$ cat src/rtl/router_wrr_arbiter.sv
// Weighted matrix round-robin wormhole arbiter for one NoC router output port.
// Optional starvation guard: define ROUTER_ARB_STARVE_GUARD_EN.
module router_wrr_arbiter #(
    parameter int N_PORTS = 5,
    parameter int W_BITS  = 3
) (
    input  logic                        clk,
    input  logic                        rst,
    input  logic [N_PORTS-1:0]          request,
    input  logic [N_PORTS-1:0]          forwarding_head,
    input  logic [N_PORTS-1:0]          forwarding_tail,
    input  logic [N_PORTS*W_BITS-1:0]   weight_cfg,
    output logic [N_PORTS-1:0]          grant,
    output logic                        grant_valid,
    output logic                        grant_locked
`ifdef ROUTER_ARB_STARVE_GUARD_EN
    ,
    output logic [N_PORTS-1:0]          starve_flag
`endif
);

    localparam int IW = $clog2(N_PORTS);

    typedef logic [N_PORTS-1:0][N_PORTS-1:0] mat_t;

    function automatic mat_t init_mask();
        mat_t m;
        for (int j = 0; j < N_PORTS; j++)
            for (int i = 0; i < N_PORTS; i++)
                m[j][i] = (j < i);
        return m;
    endfunction

    mat_t               mask_q, mask_d;
    logic [N_PORTS-1:0] lock_q;
    logic               lock_v;
    logic [IW-1:0]      holder_q, holder_d;
    logic               holder_v, holder_v_d;
    logic [W_BITS-1:0]  credit_q, credit_d;
    logic [N_PORTS-1:0] arb_grant;
    logic [IW-1:0]      g_idx;
    logic [W_BITS-1:0]  w_g, cnt;
    logic               head_q, tail_q;

    always_comb begin
        for (int i = 0; i < N_PORTS; i++) begin
            arb_grant[i] = request[i];
            for (int j = 0; j < N_PORTS; j++)
                if (j != i && mask_q[j][i] && request[j])
                    arb_grant[i] = 1'b0;
        end
    end

    assign grant        = lock_v ? lock_q : arb_grant;
    assign grant_valid  = (|request) & ~lock_v;
    assign grant_locked = lock_v;
    assign head_q       = |(grant & forwarding_head);
    assign tail_q       = |(grant & forwarding_tail);

    always_comb begin
        g_idx = '0;
        for (int i = 0; i < N_PORTS; i++)
            if (grant[i]) g_idx = IW'(i);
    end

    always_comb begin
        w_g = weight_cfg[g_idx*W_BITS +: W_BITS];
        if (w_g == '0) w_g = W_BITS'(1);
        cnt = (holder_v && holder_q == g_idx) ? credit_q : w_g;
    end

`ifdef ROUTER_ARB_STARVE_GUARD_EN
    logic [N_PORTS-1:0][7:0] wait_q;
    logic [N_PORTS-1:0]      starving;
    logic [IW-1:0]           s_idx;

    always_ff @(posedge clk) begin
        for (int i = 0; i < N_PORTS; i++) begin
            if (rst || grant[i] || !request[i])
                wait_q[i] <= 8'd0;
            else if (wait_q[i] != 8'hff)
                wait_q[i] <= wait_q[i] + 8'd1;
        end
    end

    always_comb begin
        for (int i = 0; i < N_PORTS; i++)
            starve_flag[i] = (wait_q[i] >= 8'd64);
        starving = starve_flag & ~grant;
        s_idx = '0;
        for (int i = N_PORTS - 1; i >= 0; i--)
            if (starving[i]) s_idx = IW'(i);
    end
`endif

    always_comb begin
        mask_d     = mask_q;
        holder_d   = holder_q;
        holder_v_d = holder_v;
        credit_d   = credit_q;
        if (tail_q) begin
            if (cnt <= W_BITS'(1)) begin
                for (int j = 0; j < N_PORTS; j++)
                    if (j != int'(g_idx)) begin
                        mask_d[j][g_idx] = 1'b1;
                        mask_d[g_idx][j] = 1'b0;
                    end
                holder_v_d = 1'b0;
                credit_d   = '0;
            end else begin
                for (int j = 0; j < N_PORTS; j++)
                    if (j != int'(g_idx)) begin
                        mask_d[g_idx][j] = 1'b1;
                        mask_d[j][g_idx] = 1'b0;
                    end
                holder_d   = g_idx;
                holder_v_d = 1'b1;
                credit_d   = cnt - W_BITS'(1);
            end
`ifdef ROUTER_ARB_STARVE_GUARD_EN
            // A starving port overrides whatever the credit logic chose
            if (|starving) begin
                for (int j = 0; j < N_PORTS; j++)
                    if (j != int'(s_idx)) begin
                        mask_d[s_idx][j] = 1'b1;
                        mask_d[j][s_idx] = 1'b0;
                    end
                holder_v_d = 1'b0;
                credit_d   = '0;
            end
`endif
        end
    end

    always_ff @(posedge clk) begin
        if (rst) begin
            mask_q   <= init_mask();
            lock_v   <= 1'b0;
            lock_q   <= '0;
            holder_q <= '0;
            holder_v <= 1'b0;
            credit_q <= '0;
        end else begin
            mask_q   <= mask_d;
            holder_q <= holder_d;
            holder_v <= holder_v_d;
            credit_q <= credit_d;
            if (tail_q) begin
                lock_v <= 1'b0;
            end else if (head_q) begin
                lock_v <= 1'b1;
                lock_q <= grant;
            end
        end
    end

    always_ff @(posedge clk) begin
        if (!rst) begin
            assert ($onehot0(grant));
            assert (!(tail_q && grant == '0));
        end
    end

endmodule

$ cat config.mk
export PLATFORM = sky130hd
export DESIGN_NAME = router_wrr_arbiter
export DESIGN_NICKNAME = d
export VERILOG_FILES = /design/src/rtl/router_wrr_arbiter.sv
export SDC_FILE = /design/constraint.sdc
export NUM_CORES = 1
export LEC_CHECK = 0
export CAP_MARGIN = 20
export CORE_MARGIN = 10
export CORE_UTILIZATION = 47
export CTS_CLUSTER_DIAMETER = 200
export DETAILED_ROUTE_END_ITERATION = 8
export PLACE_DENSITY = 0.74
export SYNTH_ARGS = -nofsm -noshare
export SYNTH_HDL_FRONTEND = slang
export SYNTH_SLANG_ARGS = --single-unit
$ cat constraint.sdc
create_clock -name clk -period 3.1 [get_ports clk]
set_clock_uncertainty 0.05 [all_clocks]
set_input_delay 0.31 -clock clk [delete_from_list [all_inputs] [get_ports clk]]
set_output_delay 0.31 -clock clk [all_outputs]
set_load 0.01 [all_outputs]
Word level (Yosys, flattened, before mapping)
Cells that the tools add are included.
{"block": "word_totals", "ff_bits": 38, "in_bits": 32, "output_inout_bits": 7, "elab_cells": 151}
{"block": "op_classes", "addsub": 1, "n_mul": 1, "magnitude_cmp": 3, "eq_ne": 5, "n_shift": 1, "n_mux": 68, "bitwise_logic": 32, "reduce_logical": 30}
{"cell": "two-way mux 25 bit", "count": 27}
{"cell": "bitwise AND 25 bit", "count": 5}
{"cell": "NOT 25 bit", "count": 5}
{"cell": "OR 25 bit", "count": 5}
{"cell": "demux 5 bit (select 3 bit)", "count": 5}
{"cell": "bitwise AND 5 bit", "count": 7}
{"cell": "OR 5 bit", "count": 5}
{"cell": "two-way mux 1 bit", "count": 24}
{"cell": "logical AND 1 bit", "count": 22}
{"cell": "two-way mux 3 bit", "count": 7}
{"cell": "OR reduction 5 bit", "count": 3}
{"cell": "variable part select 15 x 6 -> 3 bit", "count": 1}
{"cell": "two-way mux 5 bit", "count": 2}
{"cell": "!= test 3 bit (first input constant)", "count": 3}
{"cell": "OR reduction 6 bit", "count": 1}
{"cell": "multiplier 3 x 2 -> 5 bit (second input constant)", "count": 1}
{"cell": "NOT 5 bit", "count": 1}
{"cell": "less-than comparator 3 x 4 -> 1 bit (second input constant)", "count": 1}
{"cell": "two-way mux 4 bit", "count": 1}
{"cell": "AND reduction 2 bit", "count": 2}
{"cell": "demux 1 bit (select 3 bit)", "count": 1}
{"cell": "equality test 3 bit", "count": 1}
{"cell": "greater-or-equal comparator 3 x 1 -> 1 bit (second input constant)", "count": 1}
{"cell": "<= comparator 3 x 1 -> 1 bit (second input constant)", "count": 1}
{"cell": "7 further kinds", "count": 9}

Depth between registers and ports, before layout
{"block": "logic_depth", "ltp_word": 38, "depth_mapped": 17, "ltp_nobuf": 14}

Worst setup path before layout
OpenSTA, ideal clock, no wires.
{"block": "synth_timing", "path_kind": "flip-flop to flip-flop", "startpoint": "register lock_v (netlist: grant_locked)", "endpoint": "register mask_q[15] (netlist bit)", "setup_time_ns": 0.115, "arrival_ns": 3.245, "required_ns": 2.935, "setup_slack_ns": -0.310, "stages_incl_launch_ff": 16, "path_buffers": 2, "synth_period_minus_slack_ns": 3.410, "path_cell_list": "dfxtp_1 -> buf_2 -> nor2b_1 -> a32oi_2 -> inv_2 -> o2111ai_1 -> o311ai_2 -> nand4_4 -> mux2i_1 -> inv_1 -> ha_1 -> nor2b_1 -> mux2_2 -> buf_6 -> mux2_4 -> o21a_1"}
{"block": "synth_between", "word_cells_on_any_way": 76, "cone_classes": "mul: 1; order compare: 3; eq/ne: 5; shift: 1; mux: 42; bitwise: 19; reduce/logical: 5"}
{"item": "start, declared", "line": "36", "source": "logic lock_v;"}
{"item": "start signal, assigned", "line": "138", "source": "lock_v <= 1'b0;"}
{"item": "start signal, assigned", "line": "149", "source": "lock_v <= 1'b0;"}
{"item": "start signal, assigned", "line": "151", "source": "lock_v <= 1'b1;"}
{"item": "two-way mux 5 bit *", "line": "54", "source": "assign grant = lock_v ? lock_q : arb_grant;"}
{"item": "via grant[2]", "line": "13", "source": "output logic [N_PORTS-1:0] grant,"}
{"item": "two-way mux 3 bit (3 in series)", "line": "63", "source": "if (grant[i]) g_idx = IW'(i);"}
{"item": "less-than comparator 3 x 4 -> 1 bit (implied by the code) or greater-or-equal comparator 3 x 1 -> 1 bit (tied branches)"}
{"item": "logical AND 1 bit (implied by the code)"}
{"item": "two-way mux 1 bit (implied by the code)"}
{"item": "demux 5 bit (select 3 bit)", "line": "106, 113"}
{"item": "NOT 25 bit (no line)"}
{"item": "(+12 left out)"}
{"item": "OR 5 bit (no line)"}
{"item": "bitwise AND 25 bit (no line)"}
{"item": "two-way mux 25 bit", "line": "104", "source": "if (j != int'(g_idx)) begin"}
{"item": "two-way mux 25 bit", "line": "102", "source": "if (cnt <= W_BITS'(1)) begin"}
{"item": "two-way mux 25 bit", "line": "101", "source": "if (tail_q) begin"}
{"item": "bitwise AND 25 bit (no line)"}
{"item": "two-way mux 25 bit", "line": "104"}
{"item": "two-way mux 25 bit", "line": "102"}
{"item": "end signal, assigned", "line": "137", "source": "mask_q <= init_mask();"}
{"item": "end signal, assigned", "line": "144", "source": "mask_q <= mask_d;"}
{"item": "end, declared", "line": "34", "source": "mat_t mask_q, mask_d;"}
The timed path passes the listed nets; every way through them passes the cells marked *. The select of a mux whose other input is x is not followed.
A chain may end at the register's enable or synchronous reset.

Worst setup path in the final report
{"block": "layout_timing", "startpoint": "register mask_q[1] (netlist bit)", "endpoint": "register mask_q[9] (netlist bit)"}
{"block": "layout_between", "elab_chain_cells": 32, "word_cells_on_any_way": 81, "cone_classes": "mul: 1; order compare: 3; eq/ne: 5; shift: 1; mux: 46; bitwise: 19; reduce/logical: 6"}
{"item": "logical AND 1 bit *", "line": "49", "source": "if (j != i && mask_q[j][i] && request[j])"}
{"item": "two-way mux 1 bit * (4 in series)", "line": "49"}
{"item": "two-way mux 5 bit *", "line": "54"}
{"item": "branches (longest 26 deep; another with less-than comparator 3 x 4 -> 1 bit)"}
Every way passes the cells marked *. The select of a mux whose other input is x is not followed.

==> summary.txt <==
Worst Max-Slew Pin Slew: 0.921 ns
Post-Synthesis Mean Instance Area: 8.07 um2
worst skew pair latency: 0.29 ns
type of the tightest min-delay check: reg -> reg
die outline area: 7270 um2
first-iteration detailed-routing DRC count: 397
Post-synth EDFFs: 0
top library cells by usage in the layout, fill and taps aside: 53 x buf_4, 33 x clkdlybuf4s50_1, 29 x dfxtp_1, 27 x nand2_1, 26 x nor2_1
root buffer cell: clkbuf_8
vias in the first global route: 2,453
Max H-tree Level: 2
total power consumption of the routed design: 0.00395 W
final core utilization: 0.802
first-pass iteration count of the detailed router: 7
antenna violations before repair: 0
weighted congestion reported at the end of routability-driven placement: 0.875
Routed Antenna Nets: 0
max_slew headroom: 0.384
HPWL after detailed placement: 5310 um
count of final max-slew check failures: 0
Worst EP arrival: 3.57 ns
number of buffers created by CTS: 5
vertical die dimension: 85.2 um
Area growth, synth to finish: 62.7%
number of cells in the design after placement: 368
clk sink count: 33
Fmax achieved: 289 MHz
final wirelength: 8610 um
number of diodes: 0
clock tree from TritonCTS: done
status: finished with violations
Yosys warnings: 0
Fill cells: 252
Setup WS post-layout: -0.355 ns
total global-route track usage: 0.210
Post-Synthesis Net Count: 282
Async S/R FF share, synth: 0
violations in the final reports: setup timing
count of unresolved DRC violations after routing: 0
crit share post-route: 1.11
Top FF cell, synth: dfxtp_1
setup repair after global routing missed its margin: true
via density per instance: 6.58
max-cap violation count: 0
Final Hold Vio Count: 0
Std-Cell Core Area: 4060 um2
post-synth top area share: 0.330
Synth Register Bits: 33
maximum clock insertion buffer count: 2
fraction of final layout cells with drive strength greater than 1: 0.337
path type of the worst setup path: reg -> reg
number of standard cells after synthesis: 248
setup_tns: -6.17 ns
Final Net Count: 374
critical path startpoint category: flop
starting density of the core: 0.493
final critical-path required period: 3.46 ns
share of the yosys chip area belonging to registers: 0.330
capturing element type of the critical path: flop
largest net degree at the start of global routing: 21
final std cells w/o fill: 391
static leakage: 1.29 nW
biggest fanout along the worst timing path: 6
final global-route overflow total: 0
required time at the endpoint of the critical path: 3.21 ns
DR WL/cell: 22.0 um
clock-pin slew on the worst setup and hold paths: 0.07 ns
cell type contributing the most total cell area after synthesis: dfxtp_1
number of different library cells in the post-synthesis netlist: 56
I/O Pins: 39
largest voltage drop on the vdd net: 0.691 mV
Area contributors post-synth: dfxtp_1 33%, a21oi_1 6.0%, mux2i_1 5.5%
pwr/cell area: 1210 nW/um2
summed instance area of the synthesized netlist: 2000 um2
first-pass GRT wire length: 12,600 um
most common cell after layout, fill and taps aside: buf_4
number of I/O port buffers: 38
via count: 2,573
row cnt: 23
# setup viols final: 27
Horiz. Die Dim: 85.2 um
==> final cells by class <==
class,count,area [um2],share of cell area
multi-input combinational,191,1470,0.451
clock buffer,7,86.3,0.0265
timing repair buffer,100,906,0.278
inverter,9,37.5,0.0115
sequential,33,666,0.204
tap,50,62.6,0.0192
clock inverter,1,30.0,0.00922
==> synth_stat cells, types with 2 or more instances <==
cell       number
a22o_1          2
a211oi_1        4
inv_1           7
o21ai_1         2
mux2_1          2
clkbuf_1        7
a31oi_1         3
nor2b_1         4
dfxtp_1        33
inv_2           2
nand4_1         4
and3_1          2
a2bb2oi_1       2
nor2_1         28
and2_1          3
a22oi_1         5
buf_6           2
a31o_2          2
o21ai_0         9
buf_1           2
o2bb2ai_1       2
ha_1            2
a21oi_1        24
a222oi_1        6
o22ai_1         2
a21boi_0        2
o211ai_1        2
nor3_1         11
mux2i_1        11
o21a_1          2
buf_2           4
nand2_1        27
nand3_1         5
==> per-stage QoR <==
step	hold WS [ns]	worst slack [ns]	area [um2]
global route	0.425	-0.476	3260
CTS	0.416	-0.138	3060
detailed placement	0.402	-0.789	2790
global placement	0.399	-0.674	2790
floorplan	0.379	-0.217	2060
finish	0.414	-0.355	3260
==> layer usage <==
layer	part of all wire	up-vias	global-route usage
met4	0.055	0	0.0763
met2	0.46	211	0.353
met1	0.37	1170	0.252
met5	0	-	0
li1	-	1116	-
met3	0.11	76	0.0507
==> worst paths after layout <==
kind         depth (start not counted)                    start  slack, ns                       to
max                                 16   mask_q[1]$_SDFFE_PP1P_      -0.36   mask_q[9]$_SDFFE_PP1P_
min                                  2  mask_q[13]$_SDFFE_PP1P_       0.41  mask_q[13]$_SDFFE_PP1P_
max reg2reg                         16   mask_q[1]$_SDFFE_PP1P_      -0.36   mask_q[9]$_SDFFE_PP1P_
min reg2reg                          2  mask_q[13]$_SDFFE_PP1P_       0.41  mask_q[13]$_SDFFE_PP1P_
==> worst max-delay path, cell delays in order (launching register included) <==
cell      delay, ns
dfxtp_2        0.33
a222oi_1       0.36
buf_4          0.21
a31o_4         0.20
mux2i_1        0.26
a211oi_2       0.10
a211oi_2       0.20
o22ai_1        0.11
mux2i_2        0.20
inv_1          0.10
ha_4           0.18
nor2_4         0.11
nor2_4         0.05
mux2_4         0.35
buf_6          0.16
mux2i_2        0.23
a21oi_1        0.13
==> kinds of logic (layout without fill, tap and decap cells) <==
logic type / Yosys count / after routing / share of synthesized area
xor gates and xnor gates: 1 / 1 / 0.00438
DFF: 33 / 33 / 0.330
AOI/OAI and AO/OA: 81 / 82 / 0.288
buffers and inverters: 25 / 117 / 0.0588
adders and majority gates: 2 / 2 / 0.0125
muxes: 16 / 16 / 0.0907
and+or+nand+nor: 90 / 90 / 0.215
==> state kept, by name, summed over array words and instances (netlist names) <==
name,flops
credit_q,3
grant_locked,1
holder_q,3
holder_v,1
lock_q,5
mask_q,20
==> repair_timing <==
action	4_1_cts	5_1_grt
setup endpoints to repair	27	27
hold buffers	0	0
hold endpoints to repair	0	0
cloned	1	1
resized for setup	22	27
buffers inserted	9	6
pin swaps	12	18
==> where the power goes <==
part / internal, W / switching (W)
sequential: 0.000593 / 0.000142
combinational: 0.00139 / 0.00140
clock: 0.000262 / 0.000167
Note: power is estimated with default switching activity, not from simulation.
